File: src/rtl/core_arb_pkg.sv
// Shared types for the two-requester core arbiter.
package core_arb_pkg;

    typedef enum logic {
        R0 = 1'b0,
        R1 = 1'b1
    } req_id_t;

    function automatic req_id_t other_id(input req_id_t id);
        return (id == R0) ? R1 : R0;
    endfunction

endpackage

File: src/rtl/core_arb_fifo.sv
// In-order FIFO of requester IDs for outstanding transactions; DEPTH must be a power of two.
module core_arb_fifo
    import core_arb_pkg::*;
#(
    parameter int DEPTH = 2
) (
    input  logic                     aclk,
    input  logic                     areset,
    input  logic                     push,
    input  logic                     pop,
    input  req_id_t                  id_in,
    output req_id_t                  id_out,
    output logic [$clog2(DEPTH):0]   count,
    output logic                     full,
    output logic                     empty
);

    localparam int PW = $clog2(DEPTH);
    localparam logic [PW:0] FULL_COUNT = DEPTH[PW:0];

    req_id_t         mem [DEPTH];
    logic [PW-1:0]   wr_ptr;
    logic [PW-1:0]   rd_ptr;
    logic            do_push;
    logic            do_pop;

    assign do_pop  = pop && !empty;
    assign do_push = push && (!full || do_pop);

    // NOTE: the ID storage is deliberately not reset; count gates every read, so stale entries are never observed.
    always_ff @(posedge aclk) begin
        if (do_push) begin
            mem[wr_ptr] <= id_in;
        end
    end

    always_ff @(posedge aclk or posedge areset) begin
        if (areset) begin
            wr_ptr <= '0;
            rd_ptr <= '0;
            count  <= '0;
        end else begin
            // Pointer width is log2(DEPTH), so the increment wraps modulo DEPTH.
            if (do_push) begin
                wr_ptr <= wr_ptr + 1'b1;
            end
            if (do_pop) begin
                rd_ptr <= rd_ptr + 1'b1;
            end
            if (do_push && !do_pop) begin
                count <= count + 1'b1;
            end else if (do_pop && !do_push) begin
                count <= count - 1'b1;
            end
        end
    end

    assign id_out = mem[rd_ptr];
    assign full   = (count == FULL_COUNT);
    assign empty  = (count == '0);

endmodule

File: src/rtl/core_arb.sv
// Two-requester arbiter onto one shared slave port with in-order response routing.
// Define CORE_ARB_ROUND_ROBIN_EN for round-robin arbitration; default is fixed priority to r0.
module core_arb
    import core_arb_pkg::*;
#(
    parameter int AW    = 32,
    parameter int DW    = 32,
    parameter int DEPTH = 2
) (
    input  logic              aclk,
    input  logic              areset,

    input  logic              r0_req,
    input  logic              r0_we,
    input  logic [DW/8-1:0]   r0_be,
    input  logic [AW-1:0]     r0_addr,
    input  logic [DW-1:0]     r0_wdata,
    output logic              r0_gnt,
    output logic              r0_rvalid,
    output logic [DW-1:0]     r0_rdata,
    output logic              r0_err,

    input  logic              r1_req,
    input  logic              r1_we,
    input  logic [DW/8-1:0]   r1_be,
    input  logic [AW-1:0]     r1_addr,
    input  logic [DW-1:0]     r1_wdata,
    output logic              r1_gnt,
    output logic              r1_rvalid,
    output logic [DW-1:0]     r1_rdata,
    output logic              r1_err,

    output logic              s_req,
    output logic              s_we,
    output logic [DW/8-1:0]   s_be,
    output logic [AW-1:0]     s_addr,
    output logic [DW-1:0]     s_wdata,
    input  logic              s_gnt,
    input  logic              s_rvalid,
    input  logic [DW-1:0]     s_rdata,
    input  logic              s_err,

    output logic              unexp_rsp
);

    localparam int CW = $clog2(DEPTH) + 1;

    if (DEPTH < 2 || (DEPTH & (DEPTH - 1)) != 0) begin : g_bad_depth
        $error("core_arb: DEPTH must be a power of two and at least 2");
    end

    req_id_t          sel;
    req_id_t          locked_id;
    req_id_t          head_id;
    logic             locked_q;
    logic [CW-1:0]    count;
    logic             full;
    logic             empty;
    logic             push;
    logic             pop;
    logic             any_req;
    logic             both_req;
    logic             locked_live;

`ifdef CORE_ARB_ROUND_ROBIN_EN
    req_id_t          last_gnt;
`endif

    assign any_req     = r0_req || r1_req;
    assign both_req    = r0_req && r1_req;
    assign locked_live = locked_q && ((locked_id == R0) ? r0_req : r1_req);

    // A request left waiting on s_gnt keeps its slot while its requester still asks.
    always_comb begin
        sel = R0;
        if (locked_live) begin
            sel = locked_id;
        end else if (both_req) begin
`ifdef CORE_ARB_ROUND_ROBIN_EN
            sel = other_id(last_gnt);
`else
            sel = R0;
`endif
        end else if (r1_req) begin
            sel = R1;
        end
    end

    // Only registered occupancy gates s_req, so s_rvalid never feeds the request path.
    assign s_req = !areset && any_req && !full;

    always_comb begin
        s_we    = 1'b0;
        s_be    = '0;
        s_addr  = '0;
        s_wdata = '0;
        if (s_req) begin
            if (sel == R1) begin
                s_we    = r1_we;
                s_be    = r1_be;
                s_addr  = r1_addr;
                s_wdata = r1_wdata;
            end else begin
                s_we    = r0_we;
                s_be    = r0_be;
                s_addr  = r0_addr;
                s_wdata = r0_wdata;
            end
        end
    end

    assign push   = s_req && s_gnt;
    assign r0_gnt = push && (sel == R0);
    assign r1_gnt = push && (sel == R1);

    assign pop       = s_rvalid && !empty;
    assign r0_rvalid = pop && (head_id == R0);
    assign r1_rvalid = pop && (head_id == R1);
    assign r0_rdata  = r0_rvalid ? s_rdata : '0;
    assign r1_rdata  = r1_rvalid ? s_rdata : '0;
    assign r0_err    = r0_rvalid && s_err;
    assign r1_err    = r1_rvalid && s_err;

    core_arb_fifo #(
        .DEPTH (DEPTH)
    ) u_fifo (
        .aclk   (aclk),
        .areset (areset),
        .push   (push),
        .pop    (pop),
        .id_in  (sel),
        .id_out (head_id),
        .count  (count),
        .full   (full),
        .empty  (empty)
    );

    always_ff @(posedge aclk or posedge areset) begin
        if (areset) begin
            locked_q  <= 1'b0;
            locked_id <= R0;
            unexp_rsp <= 1'b0;
        end else begin
            locked_q <= s_req && !s_gnt;
            if (s_req) begin
                locked_id <= sel;
            end
            if (s_rvalid && empty) begin
                unexp_rsp <= 1'b1;
            end
        end
    end

`ifdef CORE_ARB_ROUND_ROBIN_EN
    always_ff @(posedge aclk or posedge areset) begin
        if (areset) begin
            last_gnt <= R1;
        end else if (push) begin
            last_gnt <= sel;
        end
    end
`endif

    always_ff @(posedge aclk) begin
        if (!areset) begin
            assert (count <= CW'(DEPTH));
        end
    end

endmodule

File: config.mk
export PLATFORM = sky130hd
export DESIGN_NAME = core_arb
export DESIGN_NICKNAME = d
export VERILOG_FILES = /design/src/rtl/core_arb_pkg.sv /design/src/rtl/core_arb_fifo.sv /design/src/rtl/core_arb.sv
export SDC_FILE = /design/constraint.sdc
export NUM_CORES = 1
export LEC_CHECK = 0
export BUFFER_PORTS_ARGS = -buffer_cell sky130_fd_sc_hd__clkbuf_2
export CAP_MARGIN = 10
export CORE_AREA = 5 5 119 121
export DETAILED_ROUTE_END_ITERATION = 8
export DIE_AREA = 0 0 124 126
export SLEW_MARGIN = 20
export SYNTH_ARGS = -nofsm -noshare
export SYNTH_HDL_FRONTEND = slang
export SYNTH_SLANG_ARGS = --single-unit
File: constraint.sdc
create_clock -name aclk -period 1.85 [get_ports aclk]
set_input_delay 0.37 -clock aclk [delete_from_list [all_inputs] [get_ports aclk]]
set_output_delay 0.37 -clock aclk [all_outputs]
set_load 0.02 [all_outputs]
# Word level (Yosys, flattened, before mapping)
# Memories as Yosys holds them, arrays and structs flattened.
# Cells that the tools add are included.
# Widths: inputs -> output; s select.
# totals
ff_bits	7
ram_bits	2
input_bits	177
output_inout_bits	141
elab_cells	60
memories	1
# classes
addsub	4
eq_ne	1
n_mux	18
bitwise	2
n_reduce_logical	28
# memory_table
name	words	word_bits	rd	rd_ports_with_merged_regs	wr	line_no	rtl
u_fifo.mem	2	1	1	0	1	core_arb_fifo.sv:21	req_id_t mem [DEPTH];
# op_table
cell	count
$mux 32	6
$logic_and 1x1->1	18
$mux 1	8
$mux 4	2
$logic_not 1->1	6
$mux 2	2
$add 1x1->1 const B	2
$add 2x1->2 const B	1
$eq 2x2->1 const B	1
$logic_not 2->1	1
$logic_or 1x1->1	2
$not 1->1	2
$reduce_bool 2->1	1
$sub 2x1->2 const B	1

# Longest topological paths before layout
# depth
ltp_word	10
mapped_depth	8

# Cells and area by module
# From an unflattened synthesis, not the netlist that was laid out.
# unflattened
hier_cells	368
area_unflattened_um2	2263.4
# modules_own_cells
module	n_inst	cells_each	area_each_um2	seq_area_each_um2
core_arb	1	344	1970.6	75.1
core_arb_fifo	1	24	292.8	160.2

# Worst setup path after synthesis
# Ideal clock, no wire load.
# synth_path
path_type	input port to output port
start	input port r1_req
end	output port s_wdata[10]
t_arrival_ns	1.347
required_time_ns	1.480
path_slack_ns	0.133
cell_stages	5
n_path_buf	2
path_cell_list	buf_2 > inv_2 > clkbuf_1 > o21ai_0 > a21oi_1
# synth_via
elab_chain_len	5
# synth_rtl
element	line_no	rtl
from (decl)	core_arb.sv:23	input logic r1_req,
$mux 1, or another cell as far along	core_arb.sv:84	end else if (r1_req) begin
$mux 1 / $logic_and 1x1->1 (equally long branches)	core_arb.sv:78, core_arb.sv:71	
$mux 1	core_arb.sv:76	if (locked_live) begin
$mux 32	core_arb.sv:98	if (sel == R1) begin
$mux 32 *	core_arb.sv:97	if (s_req) begin
to (decl)	core_arb.sv:37	output logic [DW-1:0] s_wdata,
# Every way passes the cells marked *; elsewhere a longest branch is shown, timed or not.

# Final worst setup path
# layout_path
start	register locked_id
end	output port s_addr[31]
# layout_via
elab_chain_len	5
# layout_rtl
element	line_no	rtl
from (decl)	core_arb.sv:53	req_id_t locked_id;
from (signal assigned)	core_arb.sv:146	locked_id <= sel;
$mux 1	core_arb.sv:71	assign locked_live = locked_q && ((locked_id == R0) ? r0_req : r1_req);
$logic_and 1x1->1	core_arb.sv:71	
$mux 1 *	core_arb.sv:76	
$mux 32 *	core_arb.sv:98	
$mux 32 *	core_arb.sv:97	
to (decl)	core_arb.sv:36	output logic [AW-1:0] s_addr,
# Marks and branches as above.

==> results.sh <==
export IMPL_drv_slew=0
export IMPL_fin_setup_tns_ns=-6.506
export IMPL_synthMuxAreaShare=0.01314
export IMPL_antenna_found_initial=0
export IMPL_comb_power_share=0.808
export IMPL_rsz0062_at_grt="true"
export IMPL_ys_seq_area_frac=0.1074
export IMPL_synth_edf_count=2
export IMPL_synth_flop_cell="dfrtp_1"
export IMPL_irDropWorstVdd_mv=0.2894
export IMPL_vias=3959
export IMPL_post_dp_cell_area_um2=4015
export IMPL_ys_warn_count=0
export IMPL_finalClockSkew_ns=0.001489
export IMPL_routabilityCongestion=0.8771
export IMPL_cts_buffers=3
export IMPL_drtIter0Drc=159
export IMPL_hpwl_um=9050
export IMPL_core_um2=12980
export IMPL_synth_top_family_by_area="simple AND/OR/NAND/NOR gates"
export IMPL_ys_seq_elements=9
export IMPL_hold_viol=0
export IMPL_antennaDiodeCount=0
export IMPL_syn_area_um2=2190
export IMPL_seq_power_share=0.093
export IMPL_cp_arrival_ns=1.64
export IMPL_required_ns=1.48
export IMPL_synthesis_nets=533
export IMPL_synthDistinctLibCells=31
export IMPL_ctsHtreeMaxLevel=1
export IMPL_grt_pass1_vias=3551
export IMPL_num_rows=42
export IMPL_setup_viol_count_final=126
export IMPL_postLayoutCellArea_um2=5273
export IMPL_critPathSlowestCell="dfrtp_2"
export IMPL_period_needed_ns=2.008
export IMPL_dp_cells=826
export IMPL_mostFrequentLayoutCells="193 x clkbuf_2, 68 x nand3_1, 57 x buf_4"
export IMPL_worstSetupPathType="reg2out"
export IMPL_synth_top_cell_area_share=0.1914
export IMPL_r2r_start="u_fifo.count[0]"
export IMPL_ant_nets=0
export IMPL_violations="setup timing"
export IMPL_clk_pin_slew_worst_paths_ns=0.04
export IMPL_drt_pass1_iterations=4
export IMPL_startpoint="locked_id"
export IMPL_worst_slack_ns=-0.1577
export IMPL_clk_path_buf_depth=2
export IMPL_cts_root_buf="clkbuf_16"
export IMPL_synth_compound_area_share=0.3434
export IMPL_wl_um=14430
export IMPL_final_common_cell="clkbuf_2"
export IMPL_die_area_um2=15620
export IMPL_synth_top_area_cell="and2_1"
export IMPL_synthAdderAreaFrac=0.005714
export IMPL_status="finished with violations"
export IMPL_grt_pass1_wl_um=17170
export IMPL_cap_violations=0
export IMPL_cp_top_family="buffers and inverters"
export IMPL_final_core_util=0.4062
export IMPL_vias_per_cell=4.691
export IMPL_grt_max_degree=67
export IMPL_cts_tree="yes"
export IMPL_cts_hold_buf=0
export IMPL_synth_async_sr_flop_share=0.7778
export IMPL_drive_gt1_frac=0.6647
export IMPL_die_w_um=124
export IMPL_sw_frac_of_total=0.4707
export IMPL_area_growth_syn_to_layout_pct=140.8
export IMPL_cts_sinks=9
export IMPL_synth_xor_area_share=0.02000
export IMPL_hold_class="in2async"
export IMPL_worst_slew_pin_slew_ns=0.2813
export IMPL_num_nets_final=847
export IMPL_ys_top_cells_by_area="and2_1 19%, a21oi_1 16%, nand3_1 16%"
export IMPL_cp_buffers_inverters=3
export IMPL_crit_path_start_kind="flop"
export IMPL_dp_slack_ns=0.008041
export IMPL_grt_overflow_total=0
export IMPL_period_share=1.085
export IMPL_p_leak_nw=2.589
export IMPL_io_pins=318
export IMPL_grt_usage=0.1324
export IMPL_p_int_w=0.002042
export IMPL_worst_setup_path_end_kind="output pin"
export IMPL_dieHeight_um=126
export IMPL_p_clk_frac=0.099
export IMPL_avgSynthCellArea_um2=6.168
export IMPL_switchingPower_w=0.001816
export IMPL_syn_inst=355
export IMPL_max_freq_ghz=0.4981
export IMPL_cp_max_fo=8
export IMPL_crit_chain="a21boi_4 > buf_12 > clkbuf_16 > o21ai_2 > a21oi_1 > buf_4"
export IMPL_power_density_nw_per_um2=731.6
export IMPL_fin_cells=844
export IMPL_drc_errors=0
export IMPL_portBuffers=317
export IMPL_wl_per_cell_um=17.10
export IMPL_start_util=0.1687
export IMPL_timing_slew_headroom=0.8122
export IMPL_slowest_delay_ns=0.43
export IMPL_yosys_area_share_simple=0.3909
export IMPL_clkLatencyLatePin_ns=0.24
through the flow:
step                hold WS, ns  total power, W
floorplan                0.1734        0.001807
global placement         0.3527        0.002652
detailed placement       0.3611        0.002656
CTS                      0.1115        0.003308
global route             0.1261        0.004072
finish                  0.08841        0.003857
timing repair:
action	CTS	global route
endpoints found under the hold margin	0	0
gates resized for setup	118	280
cloned	0	11
pin swaps	1	63
endpoints found under the setup margin	135	135
buffers inserted	2	1
kinds of logic after synthesis:
kind of cell / count (synthesis)
compound gates: 143
xor+xnor: 5
fa+ha+maj: 1
buf+inv: 47
flops: 9
mux: 2
simple gates: 148
synthesized netlist by cell type, types with 2 or more instances:
library cell / instances
a21oi_1: 69
and2_1: 67
buf_1: 5
buf_2: 20
buf_4: 6
buf_6: 5
clkbuf_1: 7
dfrtp_1: 7
edfxtp_1: 2
inv_2: 3
nand3_1: 69
nor2_1: 6
o21ai_0: 65
o21ai_1: 4
xnor2_1: 3
xor2_1: 2
layout make-up:
| type | instances | area (µm²) |
|---|---|---|
| fill | 1360 | 7707 |
| timing repair buffer | 352 | 2750 |
| multi-input combinational | 299 | 1971 |
| sequential | 9 | 237.7 |
| tap | 176 | 220.2 |
| clock buffer | 4 | 78.83 |
| inverter | 4 | 15.01 |
registers in the layout, summed over array words and instances (netlist names):
signal,cells
locked_id,1
locked_q,1
u_fifo.count,2
u_fifo.mem,2
u_fifo.rd_ptr,1
u_fifo.wr_ptr,1
unexp_rsp,1
metal layers:
metal,track usage,vias up,share of wire
met2,0.2491,216,0.52
met1,0.1509,1840,0.39
met3,0.02332,25,0.074
met5,0,-,0
li1,-,1878,-
met4,0.03479,0,0.018
path summary, 6_finish.rpt:
check	to	slack [ns]	cells past startpoint
hold / removal	locked_q	0.09	2
hold reg to reg	unexp_rsp	0.45	1
max in group asynchronous	u_fifo.count[0]	1.52	2
min in group aclk	locked_q	0.33	2
setup / recovery	s_addr[31]	-0.16	6
setup reg to reg	locked_id	0.33	6
power by group through the flow:
stage	Clock [W]	Combinational [W]	Sequential [W]
2_1_floorplan	0	0.00147	0.000337
3_3_place_gp	0	0.00230	0.000352
3_5_place_dp	0	0.00230	0.000355
4_1_cts	0.000385	0.00257	0.000352
5_1_grt	0.000399	0.00330	0.000373
6_report	0.000382	0.00312	0.000359
(Power assumes the default switching activity.)
